--- config.mk ---
export PLATFORM = sky130hd
export DESIGN_NAME = alu_pipe_flat
export DESIGN_NICKNAME = d
export VERILOG_FILES = /design/src/rtl/alu_pipe_if.sv /design/src/rtl/alu_pipe.sv /design/src/flat_wrapper.sv
export SDC_FILE = /design/constraint.sdc
export NUM_CORES = 2
export LEC_CHECK = 0
export BUFFER_PORTS_ARGS = -buffer_cell sky130_fd_sc_hd__buf_2
export CORE_ASPECT_RATIO = 0.6
export CORE_UTILIZATION = 30
export DETAILED_ROUTE_END_ITERATION = 8
export PLACE_DENSITY = 0.5
export SYNTH_ARGS = -nofsm -noshare
export SYNTH_HDL_FRONTEND = slang
export SYNTH_SLANG_ARGS = --single-unit
--- constraint.sdc ---
create_clock -name clock -period 6.2 [get_ports clock]
set_input_delay 0 -clock clock [delete_from_list [all_inputs] [get_ports clock]]
set_output_delay 0 -clock clock [all_outputs]
set_load 0.1 [all_outputs]
--- src/rtl/alu_pipe_if.sv ---
// Issue/writeback bundle for alu_pipe. Inputs and outputs both transfer on a cycle where valid & ready are high;
// valid never waits for ready, and a producer holds its payload stable while valid & !ready.
interface alu_pipe_if #(
  parameter int XLEN       = 64,
  parameter int PC_W       = 48,
  parameter int ROBID_W    = 7,
  parameter int PRD_W      = 6,
  parameter int ALU_TYPE_W = 14
) ();
    logic                  in_valid;
    logic                  in_ready;
    logic [XLEN-1:0]       in_src1;
    logic [XLEN-1:0]       in_src2;
    logic [XLEN-1:0]       in_imm;
    logic [PC_W-1:0]       in_pc;
    logic [ALU_TYPE_W-1:0] in_alu_type;
    logic                  in_is_word;
    logic                  in_is_unsigned;
    logic                  in_is_imm;
    logic [ROBID_W-1:0]    in_robid;
    logic [PRD_W-1:0]      in_prd;
    logic                  flush_valid;
    logic [ROBID_W-1:0]    flush_robid;
    logic                  out_valid;
    logic                  out_ready;
    logic [XLEN-1:0]       out_result;
    logic [ROBID_W-1:0]    out_robid;
    logic [PRD_W-1:0]      out_prd;

    modport master (
        output in_valid, in_src1, in_src2, in_imm, in_pc, in_alu_type, in_is_word,
               in_is_unsigned, in_is_imm, in_robid, in_prd, flush_valid, flush_robid, out_ready,
        input  in_ready, out_valid, out_result, out_robid, out_prd
    );

    modport slave (
        input  in_valid, in_src1, in_src2, in_imm, in_pc, in_alu_type, in_is_word,
               in_is_unsigned, in_is_imm, in_robid, in_prd, flush_valid, flush_robid, out_ready,
        output in_ready, out_valid, out_result, out_robid, out_prd
    );
endinterface

--- src/rtl/alu_pipe.sv ---
// Pipelined integer ALU (1 or 2 stages) with valid/ready flow control and ROB-age flush.
// Optional shift-add ops (SH1ADD/SH2ADD/SH3ADD) are built only when ALU_ZBA_EN is defined.
module alu_pipe #(
  parameter int XLEN       = 64,
  parameter int PC_W       = 48,
  parameter int STAGES     = 2,
  parameter int ROBID_W    = 7,
  parameter int PRD_W      = 6,
  parameter int ALU_TYPE_W = 14
) (
    input logic      clock,
    input logic      reset,
    alu_pipe_if.slave bus
);

    localparam int IDX_W = ROBID_W - 1;

    // a is younger than b; the MSB wrap bit flips the index ordering
    function automatic logic younger(input logic [ROBID_W-1:0] a, input logic [ROBID_W-1:0] b);
        if (a[ROBID_W-1] != b[ROBID_W-1]) return a[IDX_W-1:0] < b[IDX_W-1:0];
        else return a[IDX_W-1:0] > b[IDX_W-1:0];
    endfunction

    function automatic logic [XLEN-1:0] sext32(input logic [31:0] x);
        logic [XLEN-1:0] r;
        r       = {XLEN{x[31]}};
        r[31:0] = x;
        return r;
    endfunction

    logic                  in_rdy;
    logic                  sel_imm;
    logic [XLEN-1:0]       in_op1;
    logic [XLEN-1:0]       in_op2;

    logic                  p_valid;
    logic [XLEN-1:0]       p_op1;
    logic [XLEN-1:0]       p_op2;
    logic [ALU_TYPE_W-1:0] p_type;
    logic                  p_word;
    logic                  p_uns;
    logic [ROBID_W-1:0]    p_robid;
    logic [PRD_W-1:0]      p_prd;
    logic                  kill_p;

    logic                  v1;
    logic [XLEN-1:0]       r1_result;
    logic [ROBID_W-1:0]    r1_robid;
    logic [PRD_W-1:0]      r1_prd;
    logic                  s1_take;
    logic                  kill_s1;

    // SUB has no immediate form; LUI and AUIPC always take the immediate
    assign sel_imm = (bus.in_is_imm & ~bus.in_alu_type[8]) | bus.in_alu_type[9] | bus.in_alu_type[10];
    assign in_op1  = bus.in_alu_type[10] ? XLEN'(bus.in_pc) : bus.in_src1;
    assign in_op2  = sel_imm ? bus.in_imm : bus.in_src2;

    assign s1_take = ~v1 | bus.out_ready;
    assign kill_p  = bus.flush_valid & younger(p_robid, bus.flush_robid);
    assign kill_s1 = bus.flush_valid & younger(r1_robid, bus.flush_robid);

    generate
        if (STAGES == 2) begin : g_s0
            logic                  v0;
            logic [XLEN-1:0]       r0_op1;
            logic [XLEN-1:0]       r0_op2;
            logic [ALU_TYPE_W-1:0] r0_type;
            logic                  r0_word;
            logic                  r0_uns;
            logic [ROBID_W-1:0]    r0_robid;
            logic [PRD_W-1:0]      r0_prd;
            logic                  kill_in;

            assign kill_in = bus.flush_valid & younger(bus.in_robid, bus.flush_robid);
            assign in_rdy  = ~v0 | s1_take;

            always_ff @(posedge clock) begin
                if (reset) begin
                    v0       <= 1'b0;
                    r0_op1   <= '0;
                    r0_op2   <= '0;
                    r0_type  <= '0;
                    r0_word  <= 1'b0;
                    r0_uns   <= 1'b0;
                    r0_robid <= '0;
                    r0_prd   <= '0;
                end else if (in_rdy) begin
                    v0 <= bus.in_valid & ~kill_in;
                    if (bus.in_valid) begin
                        r0_op1   <= in_op1;
                        r0_op2   <= in_op2;
                        r0_type  <= bus.in_alu_type;
                        r0_word  <= bus.in_is_word;
                        r0_uns   <= bus.in_is_unsigned;
                        r0_robid <= bus.in_robid;
                        r0_prd   <= bus.in_prd;
                    end
                end else begin
                    v0 <= v0 & ~kill_p;
                end
            end

            assign p_valid = v0;
            assign p_op1   = r0_op1;
            assign p_op2   = r0_op2;
            assign p_type  = r0_type;
            assign p_word  = r0_word;
            assign p_uns   = r0_uns;
            assign p_robid = r0_robid;
            assign p_prd   = r0_prd;
        end else begin : g_direct
            assign in_rdy  = s1_take;
            assign p_valid = bus.in_valid;
            assign p_op1   = in_op1;
            assign p_op2   = in_op2;
            assign p_type  = bus.in_alu_type;
            assign p_word  = bus.in_is_word;
            assign p_uns   = bus.in_is_unsigned;
            assign p_robid = bus.in_robid;
            assign p_prd   = bus.in_prd;
        end
    endgenerate

    logic            type_ok;
    logic [5:0]      sh;
    logic [XLEN-1:0] sum;
    logic [XLEN-1:0] diff;
    logic [XLEN-1:0] x_sra;
    logic [31:0]     w_sll;
    logic [31:0]     w_srl;
    logic [31:0]     w_sra;
    logic            lt;
    logic [XLEN-1:0] alu_res;
`ifdef ALU_ZBA_EN
    logic [XLEN-1:0] op1z;
`endif

    always_comb begin
        type_ok = (p_type != '0) && ((p_type & (p_type - ALU_TYPE_W'(1))) == '0);
`ifndef ALU_ZBA_EN
        type_ok = type_ok && (p_type[13:11] == 3'b000);
`endif
        sh    = (p_word || XLEN == 32) ? {1'b0, p_op2[4:0]} : p_op2[5:0];
        sum   = p_op1 + p_op2;
        diff  = p_op1 - p_op2;
        x_sra = $signed(p_op1) >>> sh;
        w_sll = p_op1[31:0] << sh[4:0];
        w_srl = p_op1[31:0] >> sh[4:0];
        w_sra = $signed(p_op1[31:0]) >>> sh[4:0];
        lt    = p_uns ? (p_op1 < p_op2) : ($signed(p_op1) < $signed(p_op2));
`ifdef ALU_ZBA_EN
        op1z = p_op1;
        if (p_word) begin
            op1z       = '0;
            op1z[31:0] = p_op1[31:0];
        end
`endif
        alu_res = '0;
        if (type_ok) begin
            if (p_type[0] | p_type[10]) alu_res = (p_word && p_type[0]) ? sext32(sum[31:0]) : sum;
            if (p_type[8]) alu_res = p_word ? sext32(diff[31:0]) : diff;
            if (p_type[1]) alu_res[0] = lt;
            if (p_type[2]) alu_res = p_op1 ^ p_op2;
            if (p_type[3]) alu_res = p_op1 | p_op2;
            if (p_type[4]) alu_res = p_op1 & p_op2;
            if (p_type[5]) alu_res = p_word ? sext32(w_sll) : (p_op1 << sh);
            if (p_type[6]) alu_res = p_word ? sext32(w_srl) : (p_op1 >> sh);
            if (p_type[7]) alu_res = p_word ? sext32(w_sra) : x_sra;
            if (p_type[9]) alu_res = p_op2;
`ifdef ALU_ZBA_EN
            if (p_type[11]) alu_res = (op1z << 1) + p_op2;
            if (p_type[12]) alu_res = (op1z << 2) + p_op2;
            if (p_type[13]) alu_res = (op1z << 3) + p_op2;
`endif
        end
    end

    // a stalled output entry can still be killed; it is never replaced in the same cycle
    always_ff @(posedge clock) begin
        if (reset) begin
            v1        <= 1'b0;
            r1_result <= '0;
            r1_robid  <= '0;
            r1_prd    <= '0;
        end else if (s1_take) begin
            v1 <= p_valid & ~kill_p;
            if (p_valid) begin
                r1_result <= alu_res;
                r1_robid  <= p_robid;
                r1_prd    <= p_prd;
            end
        end else begin
            v1 <= v1 & ~kill_s1;
        end
    end

    assign bus.in_ready   = in_rdy;
    assign bus.out_valid  = v1;
    assign bus.out_result = r1_result;
    assign bus.out_robid  = r1_robid;
    assign bus.out_prd    = r1_prd;

endmodule

--- src/flat_wrapper.sv ---
// flat-port wrapper written by rule: the top's interface ports become plain ports
module alu_pipe_flat 
#(
  parameter int XLEN       = 64,
  parameter int PC_W       = 48,
  parameter int STAGES     = 2,
  parameter int ROBID_W    = 7,
  parameter int PRD_W      = 6,
  parameter int ALU_TYPE_W = 14
)
  (clock, reset, bus_in_valid, bus_in_src1, bus_in_src2, bus_in_imm, bus_in_pc, bus_in_alu_type, bus_in_is_word, bus_in_is_unsigned, bus_in_is_imm, bus_in_robid, bus_in_prd, bus_flush_valid, bus_flush_robid, bus_out_ready, bus_in_ready, bus_out_valid, bus_out_result, bus_out_robid, bus_out_prd);
  alu_pipe_if #(.XLEN(XLEN), .PC_W(PC_W), .ROBID_W(ROBID_W), .PRD_W(PRD_W), .ALU_TYPE_W(ALU_TYPE_W)) bus_i ();
  input logic clock;
  input logic reset;
  input wire logic [$bits(bus_i.in_valid)-1:0] bus_in_valid;
  input wire logic [$bits(bus_i.in_src1)-1:0] bus_in_src1;
  input wire logic [$bits(bus_i.in_src2)-1:0] bus_in_src2;
  input wire logic [$bits(bus_i.in_imm)-1:0] bus_in_imm;
  input wire logic [$bits(bus_i.in_pc)-1:0] bus_in_pc;
  input wire logic [$bits(bus_i.in_alu_type)-1:0] bus_in_alu_type;
  input wire logic [$bits(bus_i.in_is_word)-1:0] bus_in_is_word;
  input wire logic [$bits(bus_i.in_is_unsigned)-1:0] bus_in_is_unsigned;
  input wire logic [$bits(bus_i.in_is_imm)-1:0] bus_in_is_imm;
  input wire logic [$bits(bus_i.in_robid)-1:0] bus_in_robid;
  input wire logic [$bits(bus_i.in_prd)-1:0] bus_in_prd;
  input wire logic [$bits(bus_i.flush_valid)-1:0] bus_flush_valid;
  input wire logic [$bits(bus_i.flush_robid)-1:0] bus_flush_robid;
  input wire logic [$bits(bus_i.out_ready)-1:0] bus_out_ready;
  output wire logic [$bits(bus_i.in_ready)-1:0] bus_in_ready;
  output wire logic [$bits(bus_i.out_valid)-1:0] bus_out_valid;
  output wire logic [$bits(bus_i.out_result)-1:0] bus_out_result;
  output wire logic [$bits(bus_i.out_robid)-1:0] bus_out_robid;
  output wire logic [$bits(bus_i.out_prd)-1:0] bus_out_prd;
  assign bus_i.in_valid = bus_in_valid;
  assign bus_i.in_src1 = bus_in_src1;
  assign bus_i.in_src2 = bus_in_src2;
  assign bus_i.in_imm = bus_in_imm;
  assign bus_i.in_pc = bus_in_pc;
  assign bus_i.in_alu_type = bus_in_alu_type;
  assign bus_i.in_is_word = bus_in_is_word;
  assign bus_i.in_is_unsigned = bus_in_is_unsigned;
  assign bus_i.in_is_imm = bus_in_is_imm;
  assign bus_i.in_robid = bus_in_robid;
  assign bus_i.in_prd = bus_in_prd;
  assign bus_i.flush_valid = bus_flush_valid;
  assign bus_i.flush_robid = bus_flush_robid;
  assign bus_i.out_ready = bus_out_ready;
  assign bus_in_ready = bus_i.in_ready;
  assign bus_out_valid = bus_i.out_valid;
  assign bus_out_result = bus_i.out_result;
  assign bus_out_robid = bus_i.out_robid;
  assign bus_out_prd = bus_i.out_prd;
  alu_pipe #(.XLEN(XLEN), .PC_W(PC_W), .STAGES(STAGES), .ROBID_W(ROBID_W), .PRD_W(PRD_W), .ALU_TYPE_W(ALU_TYPE_W)) u_core (.clock(clock), .reset(reset), .bus(bus_i));
endmodule
==> impl_metrics.py <==
metrics = {
    "cts": {
        "clock_tree_root_buffer_cell": "sky130_fd_sc_hd__clkbuf_16",
        "worst_skew_pair.late_latency_ns": 0.69,
        "cts.clk_slew.worst_paths_ns": 0.07,
        "post_cts.repair.setup_buffers": 0,
        "cts_tree": "done",
        "tritoncts.num_buffers": 29,
        "h-tree-depth": 1,
        "clkSinkCount": 236,
        "cts_buffer_depth": 3,
    },
    "grt": {
        "grt_max_degree": 126,
        "first_global_vias": 38100,
        "grt-ovfl-total": 0,
        "global_route_wire_length_before_repair_mm": 312,
        "grt_antenna_before_repair": 20,
        "grt_use_total_pct": 40.1,
    },
    "placement": {
        "globalplace.congestion": 1.10,
        "place.detailed.hpwl_mm": 178,
        "pre_cts_setup_slack_ns": 0.897,
        "port-buffer-count": 360,
    },
    "logic_synthesis": {
        "synth_enable_flop_cells": 0,
        "synth_cells": 4752,
        "synth.area.top_cells": "sky130_fd_sc_hd__dfxtp_1, sky130_fd_sc_hd__mux2i_1, sky130_fd_sc_hd__ha_1, sky130_fd_sc_hd__a21oi_1, sky130_fd_sc_hd__nor2_1",
        "syn-cell-area_um2": 32600,
        "synth_flop_cell": "sky130_fd_sc_hd__dfxtp_1",
        "synth_seq_area_share_pct": 14.5,
        "synth_cell_type_count": 93,
        "async_flop_share_pct": 0,
        "syn_area_per_cell_um2": 6.85,
        "synth-seq-cells": 236,
        "yosys_warnings": 0,
        "synth_largest_type_area_fraction_pct": 14.5,
        "syn_nets": 5247,
        "synthDominantAreaCellType": "sky130_fd_sc_hd__dfxtp_1",
    },
    "sta": {
        "hold_viol": 0,
        "setup_total_negative_slack_ns": 0,
        "finalMaxSlewViolations": 0,
        "max_slew.worst_pin.slew_ns": 1.38,
        "period_minus_slack_ns": 5.44,
        "min_period_over_period_pct": 87.7,
        "max_slew_margin_pct": 7.00,
        "clock.fmax_ghz": 0.184,
        "post-route-worst-setup-slack_ns": 0.760,
        "rsz_0062_raised_after_global_routing": "no",
        "finalClockSkew_ns": 0.0213,
        "final_count_of_negative_setup_slack_endpoints": 0,
    },
    "final_layout": {
        "layout.nets": 5744,
        "mostFrequentLayoutCells": "sky130_fd_sc_hd__nor2_1, sky130_fd_sc_hd__a21oi_1, sky130_fd_sc_hd__nand2_1",
        "final_common_cell": "sky130_fd_sc_hd__nor2_1",
        "fill_cells": 11500,
        "areaGrowthSynthToFinish_pct": 23.8,
        "final_layout_size_suffix_gt1_share_pct": 15.0,
    },
    "setup_path": {
        "crit_arrival_ns": 6.01,
        "crit_family": "compound AO/OA/AOI/OAI gates",
        "setup.worst_path.class": "flip-flop to flip-flop",
        "worstSetupStartpointType": "flip-flop",
        "slowest_delay_ns": 0.75,
        "critical_path.max_fanout": 41,
        "cell_by_cell_trace_of_the_critical_path": "ha_1 -> inv_1 -> fa_1 -> nand2b_1 -> a21oi_1 -> o21ai_1 -> a41oi_1 -> a31oi_1 -> o31ai_1 -> buf_4 -> a21boi_0 -> xnor2_1 -> o21ai_0 -> o2111a_1 -> a21oi_1 -> a221o_1",
        "timing.critical_path.to_type": "flip-flop",
        "path_buf_inv": 2,
        "critical-path-top-cell-by-count": "sky130_fd_sc_hd__a21oi_1",
        "cp_data_required_time_ns": 6.77,
        "worst_path_max_delay_cell": "sky130_fd_sc_hd__dfxtp_4",
    },
    "die": {
        "fp.dieW_um": 427,
        "initial_utilization_pct": 30.3,
        "rows": 93,
        "design.core.area_um2": 107000,
        "area_of_the_die_um2": 110000,
        "floorplan.io_pins": 361,
        "die_h_um": 257,
    },
    "detailed_routing": {
        "finalWirelength_mm": 230,
        "drt-pass1-iter-count": 7,
        "drt_iter0_drc": 7012,
        "vias_per_cell": 6.40,
        "wl_per_cell_um": 34.3,
        "detail-route-antenna-nets": 0,
        "via_count": 42900,
        "drc_violations_left": 0,
    },
    "status": {
        "result_of_the_run": "finished, final reports clean",
    },
    "power": {
        "post_layout_total_power_uw": 8340,
        "peakVddDrop_uv": 243,
        "leakage_uw": 0.0164,
        "cellPowerDensity_nw_per_um2": 207,
    },
    "worst_hold_path": {
        "worstHoldPathType": "input port to flip-flop",
    },
    "flow_run": {
        "drv.max_cap_violation_count": 0,
    },
}
[path summary, 6_finish.rpt]
kind | to | depth (start not counted) | startpoint | slack (ns)
max | u_core.bus.out_result[58] | 16 | u_core.g_s0.r0_op2[0] | 0.76
min | u_core.g_s0.r0_op1[52] | 3 | bus_in_src1[52] | 0.01
max reg2reg | u_core.bus.out_result[58] | 16 | u_core.g_s0.r0_op2[0] | 0.76
min reg2reg | u_core.bus.out_prd[0] | 2 | u_core.bus.out_prd[0] | 0.46
[synth_stat cells, types with 18 or more instances]
cell type,count
sky130_fd_sc_hd__nand2b_1,26
sky130_fd_sc_hd__mux2i_1,277
sky130_fd_sc_hd__a21o_1,42
sky130_fd_sc_hd__nand4_1,45
sky130_fd_sc_hd__inv_1,218
sky130_fd_sc_hd__a31oi_1,50
sky130_fd_sc_hd__o21ai_1,24
sky130_fd_sc_hd__xnor2_1,34
sky130_fd_sc_hd__o211ai_1,49
sky130_fd_sc_hd__mux2_2,46
sky130_fd_sc_hd__buf_2,39
sky130_fd_sc_hd__ha_1,211
sky130_fd_sc_hd__dfxtp_1,236
sky130_fd_sc_hd__a22oi_1,50
sky130_fd_sc_hd__a21oi_1,508
sky130_fd_sc_hd__a221oi_1,35
sky130_fd_sc_hd__o21a_1,21
sky130_fd_sc_hd__nand3b_1,18
sky130_fd_sc_hd__nor2b_1,24
sky130_fd_sc_hd__o221ai_1,22
sky130_fd_sc_hd__o31ai_1,33
sky130_fd_sc_hd__a221o_1,21
sky130_fd_sc_hd__nor2_1,664
sky130_fd_sc_hd__mux4_2,69
sky130_fd_sc_hd__and2_1,21
sky130_fd_sc_hd__o21ai_0,368
sky130_fd_sc_hd__a211oi_1,205
sky130_fd_sc_hd__nor3_1,92
sky130_fd_sc_hd__o21bai_1,36
sky130_fd_sc_hd__clkbuf_1,286
sky130_fd_sc_hd__o22ai_1,53
sky130_fd_sc_hd__nor4_1,33
sky130_fd_sc_hd__a2111oi_0,24
sky130_fd_sc_hd__nand3_1,61
sky130_fd_sc_hd__nand2_1,479
sky130_fd_sc_hd__buf_1,61
[per-layer routing]
metal	GRT usage (%)	vias to the layer above	share of wire, %
met5	0	-	0.033
met4	14.9	12	4.6
met1	58.7	20900	44
li1	-	18500	-
met3	14.0	424	14
met2	52.1	3120	37
[report_power, final]
group	total (µW)	leakage (µW)	internal (µW)	switching [µW]
registers	1750	0.00195	1600	155
logic	4660	0.0139	1420	3240
clock network	1920	0.000486	1030	898
total	8340	0.0164	4050	4290
[per-stage QoR]
stage | cells | utilization, % | cell area [µm²] | hold WS [ns]
after CTS | 6697 | 37.5 | 40300 | 0.00723
after global placement | 6334 | 33.7 | 36200 | 0.230
after floorplan | 4752 | - | 32600 | 0.109
after detailed placement | 6334 | 33.7 | 36200 | 0.230
after global routing | 6697 | 37.5 | 40300 | 0.0496
final | 6704 | 37.5 | 40300 | 0.0128
[layout make-up]
cell class                      instances  area, µm²  area share, %
Antenna cell                            7       17.5         0.0434
Clock buffer                           38        820           2.03
Clock inverter                         16        175          0.434
Inverter                              227        856           2.12
Multi-Input combinational cell       3883      25400           63.0
Sequential cell                       236       4760           11.8
Tap cell                             1425       1780           4.42
Timing Repair Buffer                  872       6500           16.1
[registers in the layout, summed over array words and instances, names as in the netlist]
name	count
u_core.g_s0.r0_uns	1
u_core.bus.out_prd	6
u_core.bus.out_valid	1
u_core.g_s0.r0_robid	7
u_core.g_s0.r0_prd	6
u_core.g_s0.r0_op2	64
u_core.bus.out_result	64
u_core.bus.out_robid	7
u_core.g_s0.v0	1
u_core.g_s0.r0_op1	64
u_core.g_s0.r0_type	14
u_core.g_s0.r0_word	1
[worst min-delay path: stages]
cell	delay [ns]
sky130_fd_sc_hd__buf_2	0.10
sky130_fd_sc_hd__nand3b_1	0.40
sky130_fd_sc_hd__a21oi_1	0.13
[cell families after synthesis]
family          count (synthesis)  share of synthesized area (%)
fa+ha+maj                     213                           8.23
compound gates               1713                           33.5
flops                         236                           14.5
buf+inv                       633                           7.71
mux                           392                           14.9
xor+xnor                       36                          0.968
simple gates                 1529                           20.2
[repair_timing]
| item | CTS | global route |
|---|---|---|
| endpoints found under the hold margin | 172 | 0 |
| resized for setup | 0 | 0 |
| hold buffers | 309 | 0 |
(Power assumes the default switching activity.)
